===== src/rtl/mac_seq_pkg.sv =====
// mac_seq_pkg: shared widths, sequencer state encoding and the buffered operand-pair layout
package mac_seq_pkg;
  localparam int OPW  = 8;
  localparam int ACCW = 16;
  localparam int LENW = 8;
  typedef enum logic [2:0] {IDLE, CLEAR, STREAM, WAIT1, WAIT2, HOLD} state_e;
  typedef struct packed {
    logic           last;
    logic [OPW-1:0] x;
    logic [OPW-1:0] y;
  } pair_t;
endpackage


===== src/rtl/mac_operand_sequencer_if.sv =====
// mac_operand_sequencer_if: operand stream in, fmac drive/return, result stream out
//   master: operand source / result sink / fmac side
//   slave : the sequencer
interface mac_operand_sequencer_if;
  import mac_seq_pkg::*;
  logic            in_valid;
  logic            in_ready;
  logic [OPW-1:0]  in_x;
  logic [OPW-1:0]  in_y;
  logic            in_last;
  logic            mac_rst_n;
  logic [OPW-1:0]  x;
  logic [OPW-1:0]  y;
  logic [ACCW-1:0] a;
  logic            res_valid;
  logic            res_ready;
  logic [ACCW-1:0] res_data;
  logic [LENW-1:0] res_len;
  logic            err_len;
  modport master (
    output in_valid, in_x, in_y, in_last, a, res_ready,
    input  in_ready, mac_rst_n, x, y, res_valid, res_data, res_len, err_len
  );
  modport slave (
    input  in_valid, in_x, in_y, in_last, a, res_ready,
    output in_ready, mac_rst_n, x, y, res_valid, res_data, res_len, err_len
  );
endinterface


===== src/rtl/mac_operand_sequencer_fifo.sv =====
// operand_fifo: synchronous FIFO for operand pairs
//   clk, rst_n (async active-low), push/wdata, pop/rdata, full, empty
//   Push is ignored when full (even with a same-cycle pop); pop is ignored when empty.
module operand_fifo #(
  parameter int W     = 17,
  parameter int DEPTH = 4
) (
  input  logic         clk,
  input  logic         rst_n,
  input  logic         push,
  input  logic [W-1:0] wdata,
  input  logic         pop,
  output logic [W-1:0] rdata,
  output logic         full,
  output logic         empty
);
  localparam int AW = $clog2(DEPTH);
  logic [W-1:0] mem_q [DEPTH];
  logic [AW:0]  wp_q, wp_d, rp_q, rp_d;
  logic         do_push, do_pop;
  // Pointers carry one wrap bit so full and empty are distinguishable.
  always_comb begin
    empty   = wp_q == rp_q;
    full    = (wp_q[AW] != rp_q[AW]) && (wp_q[AW-1:0] == rp_q[AW-1:0]);
    do_push = push && !full;
    do_pop  = pop && !empty;
    wp_d    = wp_q + {{AW{1'b0}}, do_push};
    rp_d    = rp_q + {{AW{1'b0}}, do_pop};
    rdata   = mem_q[rp_q[AW-1:0]];
  end
  always_ff @(posedge clk or negedge rst_n)
    if (!rst_n) begin
      wp_q <= '0;
      rp_q <= '0;
    end else begin
      wp_q <= wp_d;
      rp_q <= rp_d;
    end
  always_ff @(posedge clk)
    if (do_push) mem_q[wp_q[AW-1:0]] <= wdata;
endmodule


===== src/rtl/mac_operand_sequencer.sv =====
// mac_operand_sequencer: buffers operand pairs, streams them into fmac and returns the dot product
//   clk, rst_n (async active-low)
//   bus.in_*  : operand pair stream (valid/ready, last marks end of vector)
//   bus.x/y   : registered fmac operands; bus.mac_rst_n clears fmac; bus.a is its accumulator
//   bus.res_* : captured dot product and vector length (valid/ready); bus.err_len sticky overflow
module mac_operand_sequencer
  import mac_seq_pkg::*;
#(
  parameter int FIFO_DEPTH = 4,
  parameter int MAX_LEN    = 255
) (
  input logic clk,
  input logic rst_n,
  mac_operand_sequencer_if.slave bus
);
  localparam logic [9:0] MAX_L = 10'(MAX_LEN);
  state_e          state_q, state_d;
  logic [OPW-1:0]  x_q, x_d, y_q, y_d;
  logic [8:0]      len_q, len_d;
  logic [ACCW-1:0] res_data_q, res_data_d;
  logic [LENW-1:0] res_len_q, res_len_d;
  logic            res_valid_q, res_valid_d, err_q, err_d;
  logic            full, empty, pop;
  pair_t           wr, rd;
  assign wr = '{last: bus.in_last, x: bus.in_x, y: bus.in_y};
  operand_fifo #(.W($bits(pair_t)), .DEPTH(FIFO_DEPTH)) u_fifo (
    .clk   (clk),
    .rst_n (rst_n),
    .push  (bus.in_valid),
    .wdata (wr),
    .pop   (pop),
    .rdata (rd),
    .full  (full),
    .empty (empty)
  );
  always_comb begin
    state_d     = state_q;
    x_d         = '0;
    y_d         = '0;
    len_d       = len_q;
    res_data_d  = res_data_q;
    res_len_d   = res_len_q;
    res_valid_d = res_valid_q;
    err_d       = err_q;
    pop         = 1'b0;
    case (state_q)
      IDLE:   state_d = empty ? IDLE : CLEAR;
      CLEAR:  state_d = STREAM;
      STREAM:
        if (!empty) begin
          pop     = 1'b1;
          x_d     = rd.x;
          y_d     = rd.y;
          len_d   = len_q[8] ? len_q : len_q + 9'd1;
          err_d   = err_q || ({1'b0, len_q} + 10'd1 > MAX_L);
          state_d = rd.last ? WAIT1 : STREAM;
        end
      WAIT1:  state_d = WAIT2;
      // fmac has absorbed the last pair by this edge, so a is the final dot product.
      WAIT2: begin
        res_data_d  = bus.a;
        res_len_d   = len_q[8] ? 8'hFF : len_q[7:0];
        res_valid_d = 1'b1;
        state_d     = HOLD;
      end
      HOLD:
        if (bus.res_ready) begin
          res_valid_d = 1'b0;
          len_d       = '0;
          state_d     = IDLE;
        end
      default: state_d = IDLE;
    endcase
  end
  always_ff @(posedge clk or negedge rst_n)
    if (!rst_n) begin
      state_q     <= IDLE;
      x_q         <= '0;
      y_q         <= '0;
      len_q       <= '0;
      res_data_q  <= '0;
      res_len_q   <= '0;
      res_valid_q <= 1'b0;
      err_q       <= 1'b0;
    end else begin
      state_q     <= state_d;
      x_q         <= x_d;
      y_q         <= y_d;
      len_q       <= len_d;
      res_data_q  <= res_data_d;
      res_len_q   <= res_len_d;
      res_valid_q <= res_valid_d;
      err_q       <= err_d;
    end
  // Decoded from registered state only; rst_n folds in so fmac clears during reset too.
  assign bus.mac_rst_n = rst_n && (state_q != CLEAR);
  assign bus.in_ready  = !full;
  assign bus.x         = x_q;
  assign bus.y         = y_q;
  assign bus.res_valid = res_valid_q;
  assign bus.res_data  = res_data_q;
  assign bus.res_len   = res_len_q;
  assign bus.err_len   = err_q;
endmodule

===== src/flat_wrapper.sv =====
// flat-port wrapper written by rule: the top's interface ports become plain ports
module mac_operand_sequencer_flat import mac_seq_pkg::*;
#(
  parameter int FIFO_DEPTH = 4,
  parameter int MAX_LEN    = 255
)
  (clk, rst_n, bus_in_valid, bus_in_x, bus_in_y, bus_in_last, bus_a, bus_res_ready, bus_in_ready, bus_mac_rst_n, bus_x, bus_y, bus_res_valid, bus_res_data, bus_res_len, bus_err_len);
  mac_operand_sequencer_if bus_i ();
  input logic clk;
  input logic rst_n;
  input wire logic [$bits(bus_i.in_valid)-1:0] bus_in_valid;
  input wire logic [$bits(bus_i.in_x)-1:0] bus_in_x;
  input wire logic [$bits(bus_i.in_y)-1:0] bus_in_y;
  input wire logic [$bits(bus_i.in_last)-1:0] bus_in_last;
  input wire logic [$bits(bus_i.a)-1:0] bus_a;
  input wire logic [$bits(bus_i.res_ready)-1:0] bus_res_ready;
  output wire logic [$bits(bus_i.in_ready)-1:0] bus_in_ready;
  output wire logic [$bits(bus_i.mac_rst_n)-1:0] bus_mac_rst_n;
  output wire logic [$bits(bus_i.x)-1:0] bus_x;
  output wire logic [$bits(bus_i.y)-1:0] bus_y;
  output wire logic [$bits(bus_i.res_valid)-1:0] bus_res_valid;
  output wire logic [$bits(bus_i.res_data)-1:0] bus_res_data;
  output wire logic [$bits(bus_i.res_len)-1:0] bus_res_len;
  output wire logic [$bits(bus_i.err_len)-1:0] bus_err_len;
  assign bus_i.in_valid = bus_in_valid;
  assign bus_i.in_x = bus_in_x;
  assign bus_i.in_y = bus_in_y;
  assign bus_i.in_last = bus_in_last;
  assign bus_i.a = bus_a;
  assign bus_i.res_ready = bus_res_ready;
  assign bus_in_ready = bus_i.in_ready;
  assign bus_mac_rst_n = bus_i.mac_rst_n;
  assign bus_x = bus_i.x;
  assign bus_y = bus_i.y;
  assign bus_res_valid = bus_i.res_valid;
  assign bus_res_data = bus_i.res_data;
  assign bus_res_len = bus_i.res_len;
  assign bus_err_len = bus_i.err_len;
  mac_operand_sequencer #(.FIFO_DEPTH(FIFO_DEPTH), .MAX_LEN(MAX_LEN)) u_core (.clk(clk), .rst_n(rst_n), .bus(bus_i));
endmodule

===== config.mk =====
export PLATFORM = sky130hd
export DESIGN_NAME = mac_operand_sequencer_flat
export DESIGN_NICKNAME = d
export VERILOG_FILES = /design/src/rtl/mac_seq_pkg.sv /design/src/rtl/mac_operand_sequencer_if.sv /design/src/rtl/mac_operand_sequencer_fifo.sv /design/src/rtl/mac_operand_sequencer.sv /design/src/flat_wrapper.sv
export SDC_FILE = /design/constraint.sdc
export NUM_CORES = 1
export LEC_CHECK = 0
export ABC_CLOCK_PERIOD_IN_PS = 5900
export CAP_MARGIN = 30
export CORE_MARGIN = 2
export CORE_UTILIZATION = 40
export DETAILED_ROUTE_END_ITERATION = 8
export SETUP_SLACK_MARGIN = 0.02
export SLEW_MARGIN = 30
export SYNTH_ARGS = -nofsm -noshare
export SYNTH_HDL_FRONTEND = slang
export SYNTH_SLANG_ARGS = --single-unit

===== constraint.sdc =====
create_clock -name clk -period 5.9 [get_ports clk]
set_clock_uncertainty 0.05 [all_clocks]
set_input_delay 1.475 -clock clk [delete_from_list [all_inputs] [get_ports clk]]
set_output_delay 1.475 -clock clk [all_outputs]
set_load 0.03 [all_outputs]

==> flow_summary.json <==
{
  "drt_iter0_markers": 119,
  "drtPass1Iterations": 4,
  "finalWeightedCongestion": 0.763,
  "avgSynthCellArea_sq_um": 17.4,
  "portBuffers": 80,
  "postLayoutCellArea_sq_mm": 0.00658,
  "rr_worst_depth": 5,
  "p_per_area_mw_per_mm2": 563,
  "timing.rr.start": "u_core.u_fifo.rp_q[1]",
  "peakVddDrop_mv": 0.222,
  "grt_usage": 0.143,
  "holdBufCountCts": 0,
  "numCtsBuffers": 17,
  "rows": 41,
  "grt_max_degree": 61,
  "antenna_found_initial": 0,
  "maxSlewViolCount": 0,
  "core_sq_mm": 0.0125,
  "rsz0062_at_grt": "false",
  "die_w_um": 116,
  "total_leakage_power_uw": 0.00254,
  "finalSetupViolCount": 0,
  "grt-ovfl-total": 0,
  "dp_hpwl_um": 5510,
  "maxCapViolCount": 0,
  "critPathKind": "flip-flop to primary output",
  "dpl_cell_area_sq_mm": 0.00601,
  "wire_per_inst_um": 16.1,
  "io_pins": 81,
  "fin_util": 0.528,
  "worst_slew_pin_slew_ns": 0.905,
  "post-cts-setup-buffer-count": 0,
  "yosys.area.top_type": "edfxtp_1",
  "worstSkewPairLatency_ns": 0.40,
  "fin_tns_setup_ns": 0,
  "yosys_register_bits": 128,
  "dieArea_sq_mm": 0.0136,
  "cp-end-kind": "primary output",
  "yosysTopAreaCellShare": 0.404,
  "path_max_fanout": 19,
  "cp_data_required_time_ns": 4.38,
  "viasPerCell": 4.76,
  "rrSetupSlack_ns": 3.06,
  "clock-sinks": 128,
  "initial_utilization": 0.406,
  "hold_viol": 0,
  "first_global_vias": 2718,
  "clk_pin_slew_ns": 0.05,
  "layout_min_cycle_time_ns": 4.00,
  "switching_power_uw": 1240,
  "worstReg2RegEnd": "u_core.u_fifo.mem_q[3][5]",
  "drc": 0,
  "root_buffer": "clkbuf_16",
  "yosys-top-cells-area": "edfxtp_1 (40%), dfrtp_1 (30%), mux4_1 (7.3%)",
  "relSlewSlack": 0.396,
  "cp_slowest_cell": "dfrtp_1",
  "ys_seq_area_frac": 0.700,
  "synth_cell_type_count": 43,
  "status": "completed",
  "hold_path_depth": 1,
  "nNetsFinal": 427,
  "combPwrFrac": 0.341,
  "die_h_um": 116,
  "min_to": "u_core.bus.res_valid",
  "swShare": 0.336,
  "diodes": 0,
  "intPower_uw": 2460,
  "max_stage_delay_ns": 0.87,
  "vias": 2701,
  "crit_chain": "xor2_1, nor2_1, nand2_1, clkdlybuf4s50_1",
  "arrival_ns": 2.47,
  "fin_crit_sh": 0.678,
  "h-tree-depth": 4,
  "ant_nets": 0,
  "syn_nets": 335,
  "drive_above_1_share": 0.202,
  "p_clk_frac": 0.265,
  "grt_pass1_wl_um": 13900,
  "timing.fmax_mhz": 250,
  "clockBufferDepth": 2,
  "seqPwrFrac": 0.395,
  "hp-start": "u_core.bus.res_valid",
  "wirelength_um": 9140,
  "area_growth_pct": 30.0,
  "yosys_warnings": 0,
  "synth_cells": 291,
  "cts-resized-gates": 0,
  "hold_path_class": "flip-flop to flip-flop",
  "cts_tree": "done",
  "worst_setup_path_start_kind": "flip-flop",
  "netlist_area_sq_mm": 0.00506
}
## worst max path at each step
stage / start / endpoint
floorplan: bus_in_valid / u_core.u_fifo.mem_q[2][0]
global placement: rst_n / bus_mac_rst_n
detailed placement: rst_n / bus_mac_rst_n
CTS: u_core.u_fifo.rp_q[1] / bus_in_ready
global route: u_core.u_fifo.rp_q[1] / bus_in_ready
finish: u_core.u_fifo.rp_q[1] / bus_in_ready
## power by group through the flow
stage	Sequential, uW	Combinational (uW)	Clock [uW]
floorplan	1630	679	0
global placement	1470	1260	0
detailed placement	1480	1270	0
CTS	1470	1280	1000
global route	1500	1360	1050
finish	1460	1260	981
## through the flow
step	cells	worst slack (ns)	total power [uW]	hold WS, ns
5_1_grt	568	1.74	3910	0.456
3_5_place_dp	536	2.02	2760	0.421
4_1_cts	568	1.82	3760	0.432
3_3_place_gp	536	2.04	2740	0.410
6_report	568	1.90	3710	0.434
2_1_floorplan	291	2.40	2310	0.410
## layout by cell type, fill, tap and decap left out, drive strengths merged, types with 8 or more instances in the layout
cell type	netlist	layout
edfxtp	68	68
clkinv	0	8
clkbuf	6	20
a31oi	10	10
and2	16	16
nor2	17	17
dfrtp	60	60
clkdlybuf4s50	0	79
mux4	17	17
mux2	17	17
## cells by family (layout without fill, tap and decap cells)
kind of cell	Yosys count	in the layout	share of synthesized area
xor+xnor	6	6	0.0104
mux	34	34	0.125
fa+ha+maj	7	7	0.0173
compound gates	33	33	0.0462
simple gates	64	64	0.0727
flops	128	128	0.700
buf+inv	19	124	0.0284
## critical path: cells and delay by family (launching register included)
kind,cells,cell delay [ns]
XOR/XNOR,1,0.35
buffers and inverters,1,0.66
flip-flops,1,0.87
AND/OR/NAND/NOR,2,0.18
## cell type report
cell class,instances,area (sq um)
Clock inverter,12,118
Timing Repair Buffer,85,833
Clock buffer,20,447
Multi-Input combinational cell,144,1390
Inverter,7,26.3
Tap cell,172,215
Sequential cell,128,3540
Fill cell,1070,5890
## sequential cells by signal, summed over array words and instances (netlist names)
register              count
u_core.state_q            3
u_core.bus.y              8
u_core.u_fifo.mem_q      68
u_core.u_fifo.wp_q        3
u_core.bus.err_len        1
u_core.bus.res_valid      1
u_core.bus.res_len        8
u_core.u_fifo.rp_q        3
u_core.bus.res_data      16
u_core.len_q              9
u_core.bus.x              8
## per-layer routing
metal,track usage,wire length (um),up-vias
li1,-,-,1293
met1,0.178,4230,1309
met2,0.224,4150,89
met3,0.0498,612,10
met4,0.0714,144,0
met5,0,0,-
## cells in the mapped netlist, drive strengths merged
cell type and count:
xnor2 1, a21o 1, nor2 17, or2 1, a21boi 1, nand2 4, nand2b 2, nor2b 2
a21bo 1, mux4 17, o31a 1, o21ai 6, dfrtp 60, a31oi 10, and3 4, edfxtp 68
and2 16, a22oi 1, nand3b 2, o211ai 1, inv 7, o31ai 1, nor3b 4, a2bb2oi 2
nor3 3, ha 7, o21bai 1, or3 1, clkbuf 6, nand3 6, buf 6, a21oi 7
mux2 17, nand4 2, xor2 5
Power figures use the tool's default switching activity.
